**src/rtl/lane_assist_ctrl_pkg.sv**
```systemverilog
// Shared definitions for the lane-assist sequencer: FSM state encodings
// and the default tuning constants.
package lane_assist_pkg;

    typedef enum logic [2:0] {
        ST_OFF      = 3'd0,
        ST_CENTER   = 3'd1,
        ST_CORR_R   = 3'd2,
        ST_CORR_L   = 3'd3,
        ST_OVERRIDE = 3'd4,
        ST_WARN     = 3'd5
    } state_e;

    localparam int DEBOUNCE_DEF    = 3;
    localparam int HOLDOFF_DEF     = 8;
    localparam int MAX_CORRECT_DEF = 16;
    localparam int CNT_W_DEF       = 5;

endpackage

```
**src/rtl/lane_assist_ctrl_if.sv**
```systemverilog
// Signal bundle between the driver-side controls / sensors and the
// lane-assist sequencer. The slave side is the sequencer itself.
interface lane_assist_ctrl_if;

    logic       enable;
    logic       near_right;
    logic       near_left;
    logic       turn_signal;
    logic       assist_right;
    logic       assist_left;
    logic       assist_disable;
    logic       warn;
    logic [2:0] state;

    modport master (
        output enable, near_right, near_left, turn_signal,
        input  assist_right, assist_left, assist_disable, warn, state
    );

    modport slave (
        input  enable, near_right, near_left, turn_signal,
        output assist_right, assist_left, assist_disable, warn, state
    );

endinterface

```
**src/rtl/lane_assist_ctrl_sensor_debounce.sv**
```systemverilog
// Debounce filter for one raw lane-edge proximity sensor: the filtered bit
// only follows the raw input after DEBOUNCE consecutive disagreeing samples.
module sensor_debounce #(
    parameter int DEBOUNCE = 3,
    parameter int CNT_W    = 5
) (
    input  logic CLK,
    input  logic RST,
    input  logic raw,
    output logic filt
);

    logic [CNT_W-1:0] cnt;

    // Count disagreeing samples; flip the filtered bit on the last one.
    always_ff @(posedge CLK) begin
        if (RST) begin
            cnt  <= '0;
            filt <= 1'b0;
        end else if (raw != filt) begin
            if (cnt == CNT_W'(DEBOUNCE - 1)) begin
                filt <= ~filt;
                cnt  <= '0;
            end else begin
                cnt <= cnt + CNT_W'(1);
            end
        end else begin
            cnt <= '0;
        end
    end

endmodule

```
**src/rtl/lane_assist_ctrl.sv**
```systemverilog
// Lane-assist sequencer: debounces both edge sensors, arbitrates left/right
// correction, suspends assist during driver lane changes and escalates
// prolonged correction to a driver warning. Outputs are Moore-decoded.
module lane_assist_ctrl
    import lane_assist_pkg::*;
#(
    parameter int DEBOUNCE    = DEBOUNCE_DEF,
    parameter int HOLDOFF     = HOLDOFF_DEF,
    parameter int MAX_CORRECT = MAX_CORRECT_DEF,
    parameter int CNT_W       = CNT_W_DEF
) (
    input  logic              CLK,
    input  logic              RST,
    lane_assist_ctrl_if.slave bus
);

    logic             filt_r;
    logic             filt_l;
    state_e           state_q;
    state_e           state_d;
    logic [CNT_W-1:0] corr_q;
    logic [CNT_W-1:0] corr_d;
    logic [CNT_W-1:0] hold_q;
    logic [CNT_W-1:0] hold_d;

    function automatic logic [CNT_W-1:0] sat_inc(input logic [CNT_W-1:0] v);
        return (&v) ? v : v + CNT_W'(1);
    endfunction

    sensor_debounce #(.DEBOUNCE(DEBOUNCE), .CNT_W(CNT_W)) u_deb_r (
        .CLK  (CLK),
        .RST  (RST),
        .raw  (bus.near_right),
        .filt (filt_r)
    );

    sensor_debounce #(.DEBOUNCE(DEBOUNCE), .CNT_W(CNT_W)) u_deb_l (
        .CLK  (CLK),
        .RST  (RST),
        .raw  (bus.near_left),
        .filt (filt_l)
    );

    // Next-state and counter update; enable and turn signal override the per-state rules.
    always_comb begin
        state_d = state_q;
        corr_d  = corr_q;
        hold_d  = hold_q;

        if (!bus.enable) begin
            state_d = ST_OFF;
        end else if (bus.turn_signal &&
                     (state_q inside {ST_CENTER, ST_CORR_R, ST_CORR_L, ST_WARN})) begin
            state_d = ST_OVERRIDE;
        end else begin
            case (state_q)
                ST_OFF: state_d = ST_CENTER;
                ST_CENTER: begin
                    if (filt_r && !filt_l)
                        state_d = ST_CORR_R;
                    else if (filt_l && !filt_r)
                        state_d = ST_CORR_L;
                end
                ST_CORR_R: begin
                    if (!filt_r)
                        state_d = ST_CENTER;
                    else if (corr_q == CNT_W'(MAX_CORRECT - 1))
                        state_d = ST_WARN;
                end
                ST_CORR_L: begin
                    if (!filt_l)
                        state_d = ST_CENTER;
                    else if (corr_q == CNT_W'(MAX_CORRECT - 1))
                        state_d = ST_WARN;
                end
                ST_WARN: begin
                    if (!filt_r && !filt_l)
                        state_d = ST_CENTER;
                end
                ST_OVERRIDE: begin
                    if (!bus.turn_signal && (hold_q == CNT_W'(HOLDOFF - 1)))
                        state_d = ST_CENTER;
                end
                default: state_d = ST_OFF;
            endcase
        end

        // Correction time restarts whenever a correction state is freshly entered.
        if (state_d == ST_CORR_R || state_d == ST_CORR_L)
            corr_d = (state_d != state_q) ? '0 : sat_inc(corr_q);

        // Hold-off only runs while the indicator is released.
        if (state_d == ST_OVERRIDE)
            hold_d = (state_q != ST_OVERRIDE || bus.turn_signal) ? '0 : sat_inc(hold_q);
    end

    // State and counter registers.
    always_ff @(posedge CLK) begin
        if (RST) begin
            state_q <= ST_OFF;
            corr_q  <= '0;
            hold_q  <= '0;
        end else begin
            state_q <= state_d;
            corr_q  <= corr_d;
            hold_q  <= hold_d;
        end
    end

    assign bus.assist_right   = (state_q == ST_CORR_R);
    assign bus.assist_left    = (state_q == ST_CORR_L);
    assign bus.assist_disable = (state_q == ST_OFF) || (state_q == ST_OVERRIDE) ||
                                (state_q == ST_WARN);
    assign bus.warn           = (state_q == ST_WARN);
    assign bus.state          = state_q;

endmodule

```
**src/flat_wrapper.sv**
```systemverilog
// flat-port wrapper written by rule: the top's interface ports become plain ports
module lane_assist_ctrl_flat import lane_assist_pkg::*;
#(
    parameter int DEBOUNCE    = DEBOUNCE_DEF,
    parameter int HOLDOFF     = HOLDOFF_DEF,
    parameter int MAX_CORRECT = MAX_CORRECT_DEF,
    parameter int CNT_W       = CNT_W_DEF
)
  (CLK, RST, bus_enable, bus_near_right, bus_near_left, bus_turn_signal, bus_assist_right, bus_assist_left, bus_assist_disable, bus_warn, bus_state);
  lane_assist_ctrl_if bus_i ();
  input  logic CLK;
  input  logic RST;
  input wire logic [$bits(bus_i.enable)-1:0] bus_enable;
  input wire logic [$bits(bus_i.near_right)-1:0] bus_near_right;
  input wire logic [$bits(bus_i.near_left)-1:0] bus_near_left;
  input wire logic [$bits(bus_i.turn_signal)-1:0] bus_turn_signal;
  output wire logic [$bits(bus_i.assist_right)-1:0] bus_assist_right;
  output wire logic [$bits(bus_i.assist_left)-1:0] bus_assist_left;
  output wire logic [$bits(bus_i.assist_disable)-1:0] bus_assist_disable;
  output wire logic [$bits(bus_i.warn)-1:0] bus_warn;
  output wire logic [$bits(bus_i.state)-1:0] bus_state;
  assign bus_i.enable = bus_enable;
  assign bus_i.near_right = bus_near_right;
  assign bus_i.near_left = bus_near_left;
  assign bus_i.turn_signal = bus_turn_signal;
  assign bus_assist_right = bus_i.assist_right;
  assign bus_assist_left = bus_i.assist_left;
  assign bus_assist_disable = bus_i.assist_disable;
  assign bus_warn = bus_i.warn;
  assign bus_state = bus_i.state;
  lane_assist_ctrl #(.DEBOUNCE(DEBOUNCE), .HOLDOFF(HOLDOFF), .MAX_CORRECT(MAX_CORRECT), .CNT_W(CNT_W)) u_core (.CLK(CLK), .RST(RST), .bus(bus_i));
endmodule
```
**config.mk**
```make
export PLATFORM = sky130hd
export DESIGN_NAME = lane_assist_ctrl_flat
export DESIGN_NICKNAME = d
export VERILOG_FILES = /design/src/rtl/lane_assist_ctrl_pkg.sv /design/src/rtl/lane_assist_ctrl_if.sv /design/src/rtl/lane_assist_ctrl_sensor_debounce.sv /design/src/rtl/lane_assist_ctrl.sv /design/src/flat_wrapper.sv
export SDC_FILE = /design/constraint.sdc
export NUM_CORES = 1
export LEC_CHECK = 0
export BUFFER_PORTS_ARGS = -buffer_cell sky130_fd_sc_hd__buf_2
export CAP_MARGIN = 5
export CELL_PAD_IN_SITES_DETAIL_PLACEMENT = 0
export CELL_PAD_IN_SITES_GLOBAL_PLACEMENT = 1
export CORE_ASPECT_RATIO = 1.1
export CORE_MARGIN = 3
export CORE_UTILIZATION = 45
export DETAILED_ROUTE_END_ITERATION = 7
export GPL_TIMING_DRIVEN = 0
export PLACE_DENSITY_LB_ADDON = 0.1
export SYNTH_ARGS = -nofsm -noshare
export SYNTH_HDL_FRONTEND = slang
export SYNTH_SLANG_ARGS = --single-unit
```
**constraint.sdc**
```tcl
create_clock -name CLK -period 2.85 [get_ports CLK]
set_input_delay 0.285 -clock CLK [delete_from_list [all_inputs] [get_ports CLK]]
set_output_delay 0.285 -clock CLK [all_outputs]
set_load 0.02 [all_outputs]
```
==> impl_metrics.json <==
{
  "status": "finished, final reports clean",
  "crit_path_start_kind": "register",
  "layout-drive-gt1-share_pct": 16.8,
  "fin_cells": 219,
  "core.rowCount": 21,
  "critPathArrivalTime_ps": 2510,
  "period_share_pct": 81.4,
  "grt_setup_unrepaired": "false",
  "ir_drop_uv": 185,
  "ctsHtreeMaxLevel": 1,
  "maxCapViolCount": 0,
  "ys_seq_area_share_pct": 33.0,
  "synth.cell_area_sq_um": 1520,
  "synth_nets": 184,
  "hp-class": "primary input to register",
  "synth_cells": 169,
  "cts_hold_buf": 0,
  "dp_hpwl_microns": 2430,
  "clk_pin_slew_worst_paths_ps": 140,
  "nNetsFinal": 201,
  "ys_warn_count": 0,
  "post-synth-top-count-cell": "dfxtp_1",
  "area_growth_pct": 8.75,
  "clkLatencyLatePin_ps": 310,
  "yosysTopAreaCellShare_pct": 33.0,
  "worstSetupEndpointType": "register",
  "leakage_uw": 0.000629,
  "synth_flop_cell": "dfxtp_1",
  "ctsResizeCount": 0,
  "core-area_sq_um": 3130,
  "placed_cells": 215,
  "fmax_mhz": 431,
  "setup_viol": 0,
  "synth_edf_count": 0,
  "fin_crit_ps": 2320,
  "ys_top_cells_by_area": "dfxtp_1 (33%), ha_1 (7.4%), nor2_1 (4.5%), mux2i_1 (3.3%), nand3_1 (3.0%)",
  "grt_max_degree": 16,
  "final-max-slew-violation-count": 0,
  "slowest_stage": "dfxtp_1",
  "gr-total-overflow": 0,
  "clock_skew_ps": 10.6,
  "cts_tree": "built",
  "ctsLongestPathBuffers": 2,
  "cts-root-buf": "clkbuf_4",
  "cts_inserted_buffers": 3,
  "yosysTopAreaCell": "dfxtp_1",
  "die_h_microns": 66.9,
  "grt_pass1_wl_microns": 5300,
  "viasPerCell": 5.91,
  "num_vias": 1294,
  "required_ps": 3040,
  "start_util_pct": 48.5,
  "drt_pass1_iterations": 4,
  "synth_seq_cells": 25,
  "worst_pin_slew_ps": 460,
  "post_cts_buffers": 0,
  "cts.sinks": 25,
  "synthTopCellsByCount": "dfxtp_1 (25), nor2_1 (18), inv_1 (10)",
  "diodes": 0,
  "grt_pass1_vias": 1235,
  "ant_nets": 0,
  "wl_per_cell_microns": 14.1,
  "critPathMaxFanout": 4,
  "avgSynthCellArea_sq_um": 8.97,
  "ys_async_sr_fraction_pct": 0,
  "max_stage_delay_ps": 360,
  "grt_util_all_layers_pct": 16.8,
  "die_w_microns": 61.4,
  "antenna_found_initial": 0,
  "p_per_area_nw_per_um2": 359,
  "slew_headroom_pct": 68.9,
  "die-area_sq_um": 4100,
  "synth_cell_types": 53,
  "hold_viol": 0,
  "io_pins": 13,
  "crit_chain": "ha_1 > and3_1 > ha_1 > nor3b_2 > o21ai_0 > and3_1 > o41ai_1 > a21oi_1",
  "numPortBuffers": 12,
  "drt_iter0_markers": 52,
  "fin_setup_tns_ps": 0,
  "detail_route.drc_violations": 0,
  "drt-total-wl_microns": 3080,
  "gp_congestion": 0.861,
  "worstSetupPathType": "register to register"
}
## path summary, 6_finish.rpt
kind | cells after the start | to | slack [ps] | from
min reg2reg | 1 | u_core.u_deb_l.cnt[0] | 480 | u_core.u_deb_l.cnt[0]
max | 8 | u_core.hold_q[3] | 530 | u_core.corr_q[0]
max reg2reg | 8 | u_core.hold_q[3] | 530 | u_core.corr_q[0]
min | 3 | u_core.u_deb_r.filt | 240 | bus_near_right
## layout by cell type, fill, tap and decap left out, types with 4 or more instances in the layout
cell / instances
dfxtp_1: 25
nor2_1: 18
buf_2: 15
inv_1: 10
nand3_1: 9
ha_1: 9
a21oi_1: 8
mux2i_1: 5
o21ai_1: 5
and3_1: 4
nor2b_1: 4
xnor2_1: 4
nand4_1: 4
xor2_1: 4
## registers in the layout, summed over array words and instances (netlist names)
signal / cells
u_core.bus.state: 3
u_core.u_deb_l.filt: 1
u_core.corr_q: 5
u_core.hold_q: 5
u_core.u_deb_l.cnt: 5
u_core.u_deb_r.cnt: 5
u_core.u_deb_r.filt: 1
## kinds of logic after synthesis
family          count (synthesis)  synth area share (%)
simple gates                   68                  27.3
compound gates                 37                  19.4
flops                          25                  33.0
buf+inv                        17                  4.95
fa+ha+maj                       9                  7.43
xor+xnor                        8                  4.62
mux                             5                  3.30
## metal layers
layer / global-route usage, % / share of wire [%]
met1: 21.3 / 48
met3: 3.49 / 3.1
met5: 0 / 0
met4: 3.98 / 0.91
met2: 28.4 / 48
## stage by stage
stage               hold WS [ps]  utilization, %  setup slack, ps  instance area (sq um)  total power, uW
detailed placement           451            51.8              584                   1620              441
global route                 243            52.7              349                   1650              623
global placement             441            51.8              658                   1620              438
CTS                          229            52.7              547                   1650              600
finish                       238            52.7              529                   1650              591
floorplan                    430               -              847                   1520              419
## power by group
part	switching, uW	total (uW)	internal (uW)
clock	105	158	53.5
combinational	43.0	70.9	27.9
sequential	6.87	362	355
## area by class of cell
| cell class | instances | area, sq um |
|---|---|---|
| plain buffers | 6 | 33.8 |
| clock buffers | 3 | 22.5 |
| clock inverters | 1 | 7.51 |
| fillers | 295 | 1480 |
| inverters | 11 | 41.3 |
| multi-input cells | 127 | 941 |
| flip-flops and latches | 25 | 500 |
| well taps | 34 | 42.5 |
| repair buffers | 12 | 60.1 |
## critical path, delay by kind of cell, from the launching register on
kind,cells,cell delay [ps]
AND/OR/NAND/NOR,3,740
AO/OA/AOI/OAI,3,620
flip-flops,1,360
adder cells (fa/ha/maj),2,470
(Power assumes the default switching activity.)
